--- src/rtl/ct_clint_pkg.sv ---
// Shared definitions for the CLINT APB requester arbiter: FSM encoding, privilege codes, CLINT map.
// Pure declarations; no timing or flow-control behaviour of its own.
package ct_clint_pkg;

   typedef enum logic [1:0] {
      ST_IDLE   = 2'b00,
      ST_SETUP  = 2'b01,
      ST_ACCESS = 2'b10
   } apb_state_t;

   localparam logic [1:0] PROT_U = 2'b00;
   localparam logic [1:0] PROT_S = 2'b01;
   localparam logic [1:0] PROT_M = 2'b11;

   localparam logic [31:0] CLINT_MSIP_BASE     = 32'h0000_0000;
   localparam logic [31:0] CLINT_MTIMECMP_BASE = 32'h0000_4000;
   localparam logic [31:0] CLINT_MTIME         = 32'h0000_BFF8;
   localparam logic [31:0] CLINT_SIZE          = 32'h0001_0000;

   // Read data is only meaningful for a clean read; errors and writes return zero.
   function automatic logic [31:0] apb_rsp_data(input logic        err,
                                                input logic        wr,
                                                input logic [31:0] rdata);
      return (err || wr) ? 32'h0 : rdata;
   endfunction

endpackage

--- src/rtl/ct_clint_rr_arb.sv ---
// Round-robin picker: first eligible index at or after ptr, wrapping; one-hot grant plus index.
// Purely combinational, zero latency; no flow control.
module ct_clint_rr_arb
   import ct_clint_pkg::*;
#(
   parameter int REQ_NUM = 2,
   parameter int IDX_W   = 1
) (
   input  logic [REQ_NUM-1:0] eligible,
   input  logic [IDX_W-1:0]   ptr,
   output logic [REQ_NUM-1:0] grant,
   output logic [IDX_W-1:0]   idx,
   output logic               any
);

   localparam logic [IDX_W:0] N_W = (IDX_W+1)'(REQ_NUM);

   logic [IDX_W:0]   cand_w;
   logic [IDX_W-1:0] cand;

   always_comb begin
      grant  = '0;
      idx    = '0;
      any    = 1'b0;
      cand_w = '0;
      cand   = '0;
      for (int k = 0; k < REQ_NUM; k++) begin
         // ptr + k never exceeds 2*REQ_NUM-2, so one conditional subtract wraps it
         cand_w = {1'b0, ptr} + (IDX_W+1)'(k);
         if (cand_w >= N_W) begin
            cand_w = cand_w - N_W;
         end
         cand = cand_w[IDX_W-1:0];
         if (!any && eligible[cand]) begin
            any         = 1'b1;
            idx         = cand;
            grant[cand] = 1'b1;
         end
      end
   end

endmodule

--- src/rtl/ct_clint_apb_arb.sv ---
// Shares the CLINT APB slave among REQ_NUM requesters, round-robin, one SETUP/ACCESS transfer at a time.
// Grant->rsp_done is 3 cycles with zero wait states; requesters hold until rsp_done; hung slaves time out.
module ct_clint_apb_arb
   import ct_clint_pkg::*;
#(
   parameter int REQ_NUM = 2,
   parameter int TIMEOUT = 64
) (
   input  logic                  forever_apbclk,
   input  logic                  cpurst,
   input  logic [REQ_NUM-1:0]    req_valid,
   input  logic [32*REQ_NUM-1:0] req_addr,
   input  logic [REQ_NUM-1:0]    req_write,
   input  logic [32*REQ_NUM-1:0] req_wdata,
   input  logic [2*REQ_NUM-1:0]  req_prot,
   output logic [REQ_NUM-1:0]    rsp_done,
   output logic [31:0]           rsp_rdata,
   output logic                  rsp_err,
   output logic                  psel_clint,
   output logic                  penable,
   output logic [31:0]           paddr,
   output logic                  pwrite,
   output logic [31:0]           pwdata,
   output logic [1:0]            pprot,
   input  logic [31:0]           prdata_clint,
   input  logic                  pready_clint,
   input  logic                  perr_clint
);

   localparam int IDX_W = $clog2(REQ_NUM);
   localparam int TMR_W = $clog2(TIMEOUT);
   localparam logic [TMR_W-1:0] TMR_LAST = TMR_W'(TIMEOUT - 1);
   localparam logic [IDX_W-1:0] IDX_LAST = IDX_W'(REQ_NUM - 1);

   apb_state_t       state, state_nxt;
   logic [IDX_W-1:0] owner, owner_nxt;
   logic [IDX_W-1:0] ptr, ptr_nxt;
   logic [TMR_W-1:0] timer, timer_nxt;

   logic               psel_nxt, penable_nxt, pwrite_nxt, err_nxt;
   logic [31:0]        paddr_nxt, pwdata_nxt, rdata_nxt;
   logic [1:0]         pprot_nxt;
   logic [REQ_NUM-1:0] done_nxt;

   logic [REQ_NUM-1:0] eligible, grant;
   logic [IDX_W-1:0]   gnt_idx;
   logic               gnt_any;

   logic [31:0] sel_addr, sel_wdata;
   logic        sel_write;
   logic [1:0]  sel_prot;

   // A requester whose completion is being signalled this cycle is not yet allowed to re-request
   assign eligible = req_valid & ~rsp_done;

   ct_clint_rr_arb #(
      .REQ_NUM (REQ_NUM),
      .IDX_W   (IDX_W)
   ) u_rr_arb (
      .eligible (eligible),
      .ptr      (ptr),
      .grant    (grant),
      .idx      (gnt_idx),
      .any      (gnt_any)
   );

   always_comb begin
      sel_addr  = '0;
      sel_wdata = '0;
      sel_write = 1'b0;
      sel_prot  = '0;
      for (int i = 0; i < REQ_NUM; i++) begin
         if (grant[i]) begin
            sel_addr  = req_addr[32*i +: 32];
            sel_wdata = req_wdata[32*i +: 32];
            sel_write = req_write[i];
            sel_prot  = req_prot[2*i +: 2];
         end
      end
   end

   always_comb begin
      state_nxt   = state;
      owner_nxt   = owner;
      ptr_nxt     = ptr;
      timer_nxt   = timer;
      psel_nxt    = psel_clint;
      penable_nxt = penable;
      paddr_nxt   = paddr;
      pwrite_nxt  = pwrite;
      pwdata_nxt  = pwdata;
      pprot_nxt   = pprot;
      done_nxt    = '0;
      err_nxt     = 1'b0;
      rdata_nxt   = '0;

      unique case (state)
         ST_IDLE: begin
            if (gnt_any) begin
               state_nxt   = ST_SETUP;
               owner_nxt   = gnt_idx;
               ptr_nxt     = (gnt_idx == IDX_LAST) ? '0 : gnt_idx + 1'b1;
               psel_nxt    = 1'b1;
               penable_nxt = 1'b0;
               paddr_nxt   = sel_addr;
               pwrite_nxt  = sel_write;
               pwdata_nxt  = sel_wdata;
               pprot_nxt   = sel_prot;
            end
         end
         ST_SETUP: begin
            state_nxt   = ST_ACCESS;
            penable_nxt = 1'b1;
            timer_nxt   = '0;
         end
         ST_ACCESS: begin
            if (pready_clint) begin
               state_nxt       = ST_IDLE;
               psel_nxt        = 1'b0;
               penable_nxt     = 1'b0;
               done_nxt[owner] = 1'b1;
               err_nxt         = perr_clint;
               rdata_nxt       = apb_rsp_data(perr_clint, pwrite, prdata_clint);
            end else if (timer == TMR_LAST) begin
               // slave never answered: close the transfer ourselves and report an error
               state_nxt       = ST_IDLE;
               psel_nxt        = 1'b0;
               penable_nxt     = 1'b0;
               done_nxt[owner] = 1'b1;
               err_nxt         = 1'b1;
            end else begin
               timer_nxt = timer + 1'b1;
            end
         end
         default: begin
            state_nxt   = ST_IDLE;
            psel_nxt    = 1'b0;
            penable_nxt = 1'b0;
         end
      endcase
   end

   always_ff @(posedge forever_apbclk) begin
      if (cpurst) begin
         state      <= ST_IDLE;
         owner      <= '0;
         ptr        <= '0;
         timer      <= '0;
         psel_clint <= 1'b0;
         penable    <= 1'b0;
         paddr      <= '0;
         pwrite     <= 1'b0;
         pwdata     <= '0;
         pprot      <= '0;
         rsp_done   <= '0;
         rsp_err    <= 1'b0;
         rsp_rdata  <= '0;
      end else begin
         state      <= state_nxt;
         owner      <= owner_nxt;
         ptr        <= ptr_nxt;
         timer      <= timer_nxt;
         psel_clint <= psel_nxt;
         penable    <= penable_nxt;
         paddr      <= paddr_nxt;
         pwrite     <= pwrite_nxt;
         pwdata     <= pwdata_nxt;
         pprot      <= pprot_nxt;
         rsp_done   <= done_nxt;
         rsp_err    <= err_nxt;
         rsp_rdata  <= rdata_nxt;
      end
   end

endmodule
--- config.mk ---
export PLATFORM = sky130hd
export DESIGN_NAME = ct_clint_apb_arb
export DESIGN_NICKNAME = d
export VERILOG_FILES = /design/src/rtl/ct_clint_pkg.sv /design/src/rtl/ct_clint_rr_arb.sv /design/src/rtl/ct_clint_apb_arb.sv
export SDC_FILE = /design/constraint.sdc
export NUM_CORES = 1
export LEC_CHECK = 0
export ABC_AREA = 1
export CAP_MARGIN = 20
export CORE_MARGIN = 2
export CORE_UTILIZATION = 40
export DETAILED_ROUTE_END_ITERATION = 10
export PLACE_DENSITY_LB_ADDON = 0.25
export SETUP_SLACK_MARGIN = 0.3
export SLEW_MARGIN = 20
export SYNTH_ARGS = -nofsm -noshare
export SYNTH_HDL_FRONTEND = slang
export SYNTH_SLANG_ARGS = --single-unit
--- constraint.sdc ---
create_clock -name forever_apbclk -period 2.2 [get_ports forever_apbclk]
set_input_delay 0.44 -clock forever_apbclk [delete_from_list [all_inputs] [get_ports forever_apbclk]]
set_output_delay 0.44 -clock forever_apbclk [all_outputs]
set_load 0.02 [all_outputs]
==> reports/qor.yml <==
outcome:
  status: "finished, final reports clean"
timing:
  fin_crit_ns: 1.88
  setup_viol: 0
  rsz0062_at_grt: "no"
  worst_pin_slew_ns: 0.667
  finalMaxSlewViolations: 0
  fin_crit_sh_pct: 85.7
  tns_ns: 0
  slew_headroom_pct: 55.5
  holdWs_ns: 0.432
  clock.fmax_mhz: 531
  fin_worst_skew_ns: 0.00537
  final_hold_viol_count: 0
die:
  die_h_um: 109
  rows: 38
  start_util_pct: 40.7
  dieArea_mm2: 0.0118
  core_mm2: 0.0108
  die_width_um: 109
  ios: 276
synth:
  synth.avg_cell_area_um2: 7.69
  yosysTopAreaCell: "dfxtp_1"
  yosys_warnings: 0
  synthTopCellsByArea: "dfxtp_1, a21oi_1, nand2_1"
  seq_area_frac_synth_pct: 51.5
  synth_area_mm2: 0.00439
  syn_inst: 571
  ys_types: 26
  synth_top_area_share_pct: 51.5
  syn_nets: 744
  synth_seq_cells: 113
cells_and_area:
  n_fill_cell: 857
  final_util_pct: 71.4
  final_net_count: 1008
  drive_gt1_share_pct: 6.01
  n_antenna_cell: 0
  fin_cells: 988
  area_growth_pct: 75.3
placement:
  place_congestion: 0.864
  placed_cells: 956
  io_buffers: 275
  hpwl_um: 11300
run:
  cap_violations: 0
worst_setup_path:
  arrival_ns: 1.44
  cpPeakStageDelay_ns: 0.60
  cp_data_required_time_ns: 1.76
  path_buf_inv: 1
  cp-end-kind: "output port"
  slowest_stage: "clkdlybuf4s50_1"
  crit_type: "register to output port"
  path_max_fanout: 1
  r2r_slack_ns: 0.68
  worstPathCellList: "clkdlybuf4s50_1"
  cp_top_family: "buffers and inverters"
  critPathLaunchType: "register"
clocking:
  tritoncts: "done"
  max-clock-path-buffers: 2
  clock-sinks: 113
  hold_buffers: 0
  post_cts_buffers: 0
  clkLatencyLatePin_ns: 0.52
  clockRootBuffer: "clkbuf_8"
  cts_buffers: 17
  path_clk_slew_ns: 0.06
  htreeDepth: 4
global_route:
  grt_max_degree: 72
  grt_use_total_pct: 26.3
  first_global_vias: 4906
  gr-total-overflow: 0
  antenna_found_initial: 0
  grt_pass1_wl_um: 23900
routing:
  drt-initial-drc-count: 275
  antenna_left: 0
  wl_um: 15900
  vias: 4997
  wl_per_cell_um: 16.1
  vias_per_cell: 5.06
  drtPass1Iterations: 5
  route.detailed.drc: 0
power_and_ir_drop:
  p_total_mw: 6.45
  peakVddDrop_v: 0.000625
  power-per-cell-area_mw_per_mm2: 838
  p_leak_nw: 3.73
min_path:
  hold_path_class: "input port to register"
power by group:
part           internal (mW)  leakage [nW]  total [mW]  switching, mW
logic                  0.637          2.52        1.44          0.801
clock network           1.74         0.284        2.67          0.937
registers               2.24         0.928        2.34         0.0958
cell families after synthesis:
kind of cell | after synthesis | synth area share, %
AO/OA/AOI/OAI | 214 | 25.0
AND/OR/NAND/NOR | 152 | 13.6
flip-flops | 113 | 51.5
buffers and inverters | 90 | 9.48
XOR/XNOR | 1 | 0.199
adder cells (fa/ha/maj) | 1 | 0.285
stage by stage:
stage	worst slack (ns)	cell area, um^2
floorplan	0.800	4390
global placement	0.270	7200
detailed placement	0.210	7200
CTS	0.300	7660
global route	0.288	7700
finish	0.315	7700
worst paths after layout:
path,startpoint,end,cells past startpoint
worst min-delay path,prdata_clint[27],rsp_rdata[27],3
worst max register to register,timer[0],timer[5],9
worst min register to register,owner,rsp_done[0],1
worst max-delay path,rsp_rdata[11],rsp_rdata[11],1
synth_stat cells, drive strengths merged:
master,instances
a21oi,142
dfxtp,113
nand2,96
o21ai,69
inv,50
nor2,49
buf,26
clkbuf,14
nand3,5
o211ai,2
ha,1
nand3b,1
nand4,1
o21bai,1
xor2,1
state kept, by name (all words and copies together), names as in the netlist:
| register | count |
|---|---|
| rsp_rdata | 32 |
| pprot | 2 |
| state | 2 |
| pwdata | 32 |
| timer | 6 |
| owner | 1 |
| psel_clint | 1 |
| rsp_done | 2 |
| ptr | 1 |
| paddr | 32 |
| pwrite | 1 |
| rsp_err | 1 |
layout by cell type (no fill, tap or decap), types with 2 or more instances in the layout:
master / n
clkdlybuf4s50_1: 173
a21oi_1: 141
dfxtp_1: 113
nand2_1: 96
dlygate4sd2_1: 87
o21ai_0: 58
nor2_1: 46
inv_1: 44
clkbuf_16: 16
dlymetal6s2s_1: 15
o21ai_1: 10
buf_4: 8
clkinv_2: 7
nand3_1: 5
inv_2: 4
bufinv_16: 3
nor2_2: 2
o211ai_1: 2
clkbuf_8: 2
clkinvlp_4: 2
clkbuf_1: 2
buf_12: 2
repair_timing:
action                     4_1_cts  5_1_grt
gates cloned                     0        0
resized for setup               87       15
setup endpoints to repair       87       15
tightest hold or removal path: stages:
cell,delay (ns)
clkdlybuf4s50_1,0.39
inv_1,0.05
nor2_1,0.03
per-layer routing:
layer / global-route usage [%] / part of all wire (%) / up-vias
li1: - / - / 2406
met1: 27.7 / 36 / 2290
met2: 45.1 / 49 / 252
met3: 10.5 / 10 / 49
met4: 13.9 / 4.2 / 0
met5: 0 / 0 / -
layout make-up:
type,instances,area [um^2],area share (%)
Tap cell,140,175,2.27
Timing Repair Buffer,285,2780,36.1
Clock buffer,20,435,5.65
Sequential cell,113,2260,29.4
Inverter,50,193,2.50
Multi-Input combinational cell,368,1710,22.3
Clock inverter,12,140,1.82
No activity file was read; power rests on OpenSTA's default activity.
